[src/rtl/pipe_hazard_ctrl.sv]
// Hazard/stall/halt sequencer for the 5-stage pipeline: PC and pipeline-register enables and flushes.
// Optional STALL_CNT_EN adds saturating load-use, memory-stall and branch-flush event counters.
module pipe_hazard_ctrl #(
  parameter int CNT_W       = 4,
  parameter int MEM_TIMEOUT = 15
) (
  input  logic       clk,
  input  logic       rst,
  input  logic [2:0] idRs,
  input  logic [2:0] idRt,
  input  logic       idUsesRs,
  input  logic       idUsesRt,
  input  logic       exMemRead,
  input  logic       exRegWrite,
  input  logic [2:0] exRd,
  input  logic       branchTaken,
  input  logic       memReq,
  input  logic       memStall,
  input  logic       wbHalt,
  output logic       pcEn,
  output logic       ifidEn,
  output logic       ifidFlush,
  output logic       idexEn,
  output logic       idexFlush,
  output logic       exmemEn,
  output logic       memwbEn,
  output logic       memwbFlush,
  output logic       halted,
  output logic       err
`ifdef STALL_CNT_EN
  ,
  output logic [15:0] luCnt,
  output logic [15:0] memStallCnt,
  output logic [15:0] flushCnt
`endif
);

  typedef enum logic [1:0] {RUN, MEM_WAIT, HALTED} state_t;

  state_t             state, stateNext;
  logic [CNT_W-1:0]   waitCnt, waitCntNext;
  logic               errReg, errNext;
  logic               luHaz, memHold;
  logic               runRules, freeze;
  logic               ruleBranch, ruleLu, ruleFlow;

  always_ff @(posedge clk) begin
    if (rst) begin
      state   <= RUN;
      waitCnt <= '0;
      errReg  <= 1'b0;
    end else begin
      state   <= stateNext;
      waitCnt <= waitCntNext;
      errReg  <= errNext;
    end
  end

  always_comb begin
    stateNext   = state;
    waitCntNext = waitCnt;
    errNext     = errReg;
    runRules    = 1'b0;
    freeze      = 1'b0;
    ruleBranch  = 1'b0;
    ruleLu      = 1'b0;
    ruleFlow    = 1'b0;
    pcEn        = 1'b0;
    ifidEn      = 1'b0;
    ifidFlush   = 1'b0;
    idexEn      = 1'b0;
    idexFlush   = 1'b0;
    exmemEn     = 1'b0;
    memwbEn     = 1'b0;
    memwbFlush  = 1'b0;

    luHaz   = exMemRead & exRegWrite &
              ((idUsesRs & (idRs == exRd)) | (idUsesRt & (idRt == exRd)));
    memHold = memReq & memStall;

    case (state)
      RUN: begin
        if (wbHalt) begin
          stateNext = HALTED;
        end else if (memHold) begin
          freeze      = 1'b1;
          stateNext   = MEM_WAIT;
          waitCntNext = CNT_W'(1);
        end else begin
          runRules = 1'b1;
        end
      end
      MEM_WAIT: begin
        // EX/ID stay frozen here, so branch and load-use are simply re-seen in RUN
        if (!memStall) begin
          runRules    = 1'b1;
          stateNext   = RUN;
          waitCntNext = '0;
        end else begin
          freeze = 1'b1;
          if (waitCnt == CNT_W'(MEM_TIMEOUT)) begin
            stateNext = HALTED;
            errNext   = 1'b1;
          end else begin
            waitCntNext = waitCnt + CNT_W'(1);
          end
        end
      end
      default: ;
    endcase

    if (runRules) begin
      if (branchTaken)  ruleBranch = 1'b1;
      else if (luHaz)   ruleLu     = 1'b1;
      else              ruleFlow   = 1'b1;
    end

    if (freeze) begin
      memwbEn    = 1'b1;
      memwbFlush = 1'b1;
    end
    if (ruleBranch || ruleFlow) begin
      pcEn    = 1'b1;
      ifidEn  = 1'b1;
      idexEn  = 1'b1;
      exmemEn = 1'b1;
      memwbEn = 1'b1;
    end
    if (ruleBranch) begin
      ifidFlush = 1'b1;
      idexFlush = 1'b1;
    end
    if (ruleLu) begin
      idexEn    = 1'b1;
      idexFlush = 1'b1;
      exmemEn   = 1'b1;
      memwbEn   = 1'b1;
    end

    halted = (state == HALTED);
    err    = errReg;

    if (rst) begin
      pcEn       = 1'b0;
      ifidEn     = 1'b0;
      ifidFlush  = 1'b0;
      idexEn     = 1'b0;
      idexFlush  = 1'b0;
      exmemEn    = 1'b0;
      memwbEn    = 1'b0;
      memwbFlush = 1'b0;
      halted     = 1'b0;
      err        = 1'b0;
    end
  end

`ifdef STALL_CNT_EN
  // freeze covers both the memHold entry cycle and every stalled MEM_WAIT cycle
  always_ff @(posedge clk) begin
    if (rst) begin
      luCnt       <= '0;
      memStallCnt <= '0;
      flushCnt    <= '0;
    end else begin
      if (ruleLu && luCnt != 16'hFFFF)             luCnt       <= luCnt + 16'd1;
      if (freeze && memStallCnt != 16'hFFFF)       memStallCnt <= memStallCnt + 16'd1;
      if (ruleBranch && flushCnt != 16'hFFFF)      flushCnt    <= flushCnt + 16'd1;
    end
  end
`endif

endmodule

[config.mk]
export PLATFORM = sky130hd
export DESIGN_NAME = pipe_hazard_ctrl
export DESIGN_NICKNAME = d
export VERILOG_FILES = /design/src/rtl/pipe_hazard_ctrl.sv
export SDC_FILE = /design/constraint.sdc
export NUM_CORES = 1
export LEC_CHECK = 0
export BUFFER_PORTS_ARGS = -buffer_cell sky130_fd_sc_hd__buf_2
export CORE_AREA = 8 8 45 47
export CTS_CLUSTER_SIZE = 40
export DETAILED_ROUTE_END_ITERATION = 16
export DIE_AREA = 0 0 53 55
export PLACE_DENSITY = 0.81
export SLEW_MARGIN = 20
export SYNTH_ARGS = -nofsm -noshare
export SYNTH_HDL_FRONTEND = slang
export SYNTH_SLANG_ARGS = --single-unit
[constraint.sdc]
create_clock -name clk -period 1.4 [get_ports clk]
set_clock_uncertainty 0.1 [all_clocks]
set_input_delay 0.07 -clock clk [delete_from_list [all_inputs] [get_ports clk]]
set_output_delay 0.07 -clock clk [all_outputs]
set_load 0.01 [all_outputs]
* Word-level counts from Yosys, hierarchy flattened
Index checks and enable logic that the tools add are counted.
** Word-level totals
- Logic and storage cells :: 67
- Input port bits :: 19
- Register bits :: 7
** Operators by class
- Mux-type cells :: 41
- Add/subtract/negate cells :: 1
- Reduce and logical (&&, ||, !) cells :: 6
- Equal/unequal tests :: 10
- Bitwise gates (word level) :: 6
** Operator list (number)
- 1-bit two-way mux :: 29
- 4-bit two-way mux :: 4
- 3-bit inequality test (second input constant) :: 3
- 2-bit two-way mux :: 4
- 4-bit case mux with 2 select lines :: 1
- 3-bit == test :: 2
- 3-bit AND reduction :: 2
- 1-bit bitwise AND :: 5
- 4-bit by 1-bit adder with 4-bit output (second input constant) :: 1
- 4-bit == test (second input constant) :: 1
- 2-bit inequality test (second input constant) :: 2
- 1-bit case mux with 2 select lines :: 2
- 2-bit case mux with 2 select lines :: 1
- 4-bit AND reduction :: 1
- 2-bit by 1-bit == test with 1-bit output (second input constant) :: 1
- 2-bit == test (second input constant) :: 1
- 2-bit logical NOT :: 1
- 2-bit nonzero test :: 1
- 1-bit logical OR :: 1
- 1-bit bitwise OR :: 1

* Depth between registers and ports, before layout
- Word-level depth :: 11
- Depth in mapped cells :: 6
- Gate-level depth less buffers :: 5

* Worst setup path before layout
No wires, ideal clock.
- Path kind :: register to output
- From :: reg state[0]
- To :: out pcEn
- Required time :: 1230 ps
- Stages on the path, launching flop included :: 7
- Setup slack :: -121 ps
- Arrival :: 1351 ps
- Path through :: dfxtp_1 > buf_6 > inv_2 > a211oi_2 > and2_4 > a21boi_2 > buf_4
** Between the ends
- Word-level cells in the longest chain between the ends :: 6
- Elaborated cells between the ends (all ways) :: 8
** Ends and longest elaborated chain
- from (decl) :: RTL line 40 : state_t state, stateNext;
- from (signal assigned) :: RTL line 53 : state <= stateNext;
- 2-bit by 1-bit == test with 1-bit output / 2-bit logical NOT (equally long branches) :: RTL line 81 : case (state)
- 1-bit case mux with 2 select lines (*) :: RTL line 81
- 1-bit two-way mux :: RTL line 112 : if (runRules) begin
- 1-bit logical OR (*) :: RTL line 122 : if (ruleBranch || ruleFlow) begin
- 1-bit two-way mux (*) (2 in series)
- to (decl) :: RTL line 20 : output logic pcEn,
Mark *: on every way between the ends. The rest lies on a longest branch, timed or not.

* Worst setup path in the final report
- From :: reg state[0]
- To :: out ifidEn
** Between the ends
- Word-level cells in the longest chain between the ends :: 6
- Elaborated cells between the ends (all ways) :: 8
** Ends and longest elaborated chain
- 2-bit by 1-bit == test with 1-bit output / 2-bit logical NOT (equally long branches) :: RTL line 81
- 1-bit case mux with 2 select lines (*) :: RTL line 81
- 1-bit two-way mux :: RTL line 112
- 1-bit logical OR (*) :: RTL line 122
- 1-bit two-way mux (*) :: RTL line 122
- 1-bit two-way mux (*) :: RTL line 143 : if (rst) begin
- to (decl) :: RTL line 21 : output logic ifidEn,
Marks and branches as above.

==> run metrics <==
First-pass DRT Iterations=3; Leakage Power=0.000338 uW; Final setup viols=5; ANT nets after route=0; CP max FO=4; nets=122; placer congestion estimate=0.771; warning count from the yosys run=0; Fmax achieved=647 MHz; Hold Crit Start=rst; Final WS setup=-0.146 ns; fin. max-slew vios=0; io pins=29; Reg-to-Reg End=state[1]$_SDFFE_PP0P_; crit share post-route=110%; synth-to-layout area growth=46.0%; Clk pin slew, worst setup/hold paths=0.05 ns; layout cell share with drive strength beyond 1=48.5%; Initial Util=38.0%; worst path required time=1.23 ns; r2r setup slk=roughly 0.08 ns; vias per cell=slightly above 5; Critical Path End Type=output port; Port Buffers=28; Storage cell area=144 sq um; Tmin final=approximately 1.5 ns; clk sinks=7; Worst path max stage delay=0.34 ns; core area=1380 sq um; CP Data Arrival Time=1.38 ns; clock tree buffer depth=2; post-DP HPWL=~1100 um; CP max-delay cell=dfxtp_2; reg2reg start=waitCnt[1]$_SDFFE_PP0P_; status=complete, but fails checks; gr usage total=10.3%; initial antenna violation count=0; clk_lat worst skew=0.25 ns; Post-Syn Area=526 sq um; RSZ-0062 raised after global routing=yes; first-pass GRT wire length=2230 um; final instance area=767 sq um; Diodes inserted=0; routed wire length=1500 um; #FFs+latches synth=7; DRC violations left=0; CTS H-tree depth=1; DP Area=a little under 700 sq um; Hold/Removal Path Class=in2reg; measured slew at the worst slew-check pin=between 0.3 and 0.4 ns; # hold bufs at CTS=0; Util after Layout=55.4%; Synth Instances=69; P per Cell Area=between 700 and 800 nW/um^2; filler cell count=134; Worst slew margin=77.7%; VDD IR max=approximately 530 uV; grt ovf=0; CTS tree=done; height of the chip=55 um; Setup crit start kind=register; largest net degree at the start of global routing=12; MaxCap Viol Count=0; Final Hold Fails=0; Seq/Total Area, Yosys=26.7%; synth unique cells=28; Syn Nets=roughly 90; die area=2920 sq um; worst-path cell chain=inv_2, a211oi_4, and2_4, a21boi_4, buf_2; Die X=53 um; reg2reg path depth=4; DRT iter0 DRCs=5; Hold Crit Depth=2; Crit Path Class=reg2out; Min-Delay Endpoint=errReg$_SDFFE_PP0P_; root buf cell=clkbuf_4; vias in the first global route=approximately 550; DR vias=607; row count=14; syn avg cell area=7.62 sq um; failing checks=setup timing; Multi-input gate area=378 sq um; WL/cell=approximately 13 um; total CTS buffers=3
## synthesized netlist by cell type
cell / instances / area share, %
a21oi_1: 8 / 7.6
nand4_1: 2 / 2.4
xnor2_1: 6 / 10
inv_1: 3 / 2.1
a211oi_1: 1 / 1.4
nand3_1: 3 / 2.9
or2_2: 1 / 1.2
a211oi_2: 1 / 2.4
a31o_1: 1 / 1.7
ha_1: 1 / 2.4
a31oi_1: 1 / 1.2
clkbuf_1: 2 / 1.4
o21ai_0: 4 / 3.8
dfxtp_1: 7 / 27
nor2_1: 5 / 3.6
nor2b_1: 1 / 1.2
nand3b_1: 3 / 4.3
nor3_1: 4 / 3.8
and3_2: 1 / 1.4
buf_4: 2 / 2.9
inv_2: 1 / 0.71
o21a_1: 1 / 1.4
a21o_1: 2 / 2.9
nand3_2: 1 / 1.9
buf_6: 1 / 2.1
nand2_1: 4 / 2.9
a21boi_2: 1 / 2.1
and2_4: 1 / 1.7
## how the worst max path moves through the flow
stage,end,from,slack (ns)
floorplan,pcEn,state[0]$_SDFFE_PP0P_,-0.05
global placement,waitCnt[1]$_SDFFE_PP0P_,waitCnt[0]$_SDFFE_PP0P_,0.03
detailed placement,waitCnt[1]$_SDFFE_PP0P_,waitCnt[0]$_SDFFE_PP0P_,-0.02
CTS,pcEn,state[0]$_SDFFE_PP0P_,-0.11
global route,pcEn,state[0]$_SDFFE_PP0P_,-0.23
finish,ifidEn,state[0]$_SDFFE_PP0P_,-0.15
## report_power, final
part           total (uW)  internal, uW  switching (uW)
Combinational         135          70.0            64.7
Sequential            216           206            10.1
Clock                 187           109            77.6
## sequential cells by signal (all words and copies together), names as in the netlist
| name | cells |
|---|---|
| errReg | 1 |
| state | 2 |
| waitCnt | 4 |
## metal layers
metal / global-route usage (%) / vias to the layer above / wire, um
met5: 0 / - / 0
met4: 6.47 / 0 / 21
met3: 5.08 / 3 / 286
met2: 17.8 / 31 / 619
met1: 9.60 / 269 / 577
li1: - / 304 / -
## worst max-delay path, delay by kind of cell, from the launching register on
family | cells | cell delay [ns]
AOI/OAI and AO/OA | 2 | 0.39
DFF | 1 | 0.34
buffers and inverters | 2 | 0.20
and+or+nand+nor | 1 | 0.20
## area by class of cell
| type | count | area share [%] |
|---|---|---|
| timing repair buffer | 33 | 24.0 |
| inverter | 4 | 1.96 |
| multi-input combinational | 53 | 49.3 |
| tap | 16 | 2.61 |
| clock buffer | 4 | 3.43 |
| sequential | 7 | 18.8 |
## what timing repair did
| action | in CTS | in global routing |
|---|---|---|
| setup buffers | 3 | 1 |
| endpoints found under the setup margin | 8 | 13 |
| resized for setup | 2 | 7 |
| pin swaps | 0 | 1 |
## kinds of logic after synthesis
group,after synthesis,share of synthesized area (%)
simple gates,26,27.1
compound gates,20,24.5
buf+inv,9,9.28
flops,7,26.7
xor+xnor,6,10.0
fa+ha+maj,1,2.38
## per-stage QoR
step	setup TNS, ns	instances	power, uW	setup WS [ns]	hold slack, ns
2_1_floorplan	-0.0514	69	291	-0.0514	0.0696
5_1_grt	-0.809	117	571	-0.225	0.0557
4_1_cts	-0.331	116	537	-0.111	0.0370
3_3_place_gp	0	109	337	0.0282	0.298
6_report	-0.420	117	537	-0.146	0.0428
3_5_place_dp	-0.0202	109	341	-0.0202	0.299
## cell usage in the layout, fill, tap and decap left out, types with 2 or more instances in the layout
| cell | Yosys | final |
|---|---|---|
| a21o_1 | 2 | 2 |
| a21oi_1 | 8 | 8 |
| buf_2 | 0 | 27 |
| buf_4 | 2 | 5 |
| clkbuf_4 | 0 | 3 |
| dfxtp_1 | 7 | 4 |
| dfxtp_2 | 0 | 3 |
| inv_1 | 3 | 3 |
| nand2_1 | 4 | 4 |
| nand3_1 | 3 | 3 |
| nand3b_1 | 3 | 3 |
| nand4_1 | 2 | 2 |
| nor2_1 | 5 | 5 |
| nor3_1 | 4 | 3 |
| o21ai_0 | 4 | 4 |
| xnor2_1 | 6 | 6 |
Power figures use the tool's default switching activity.
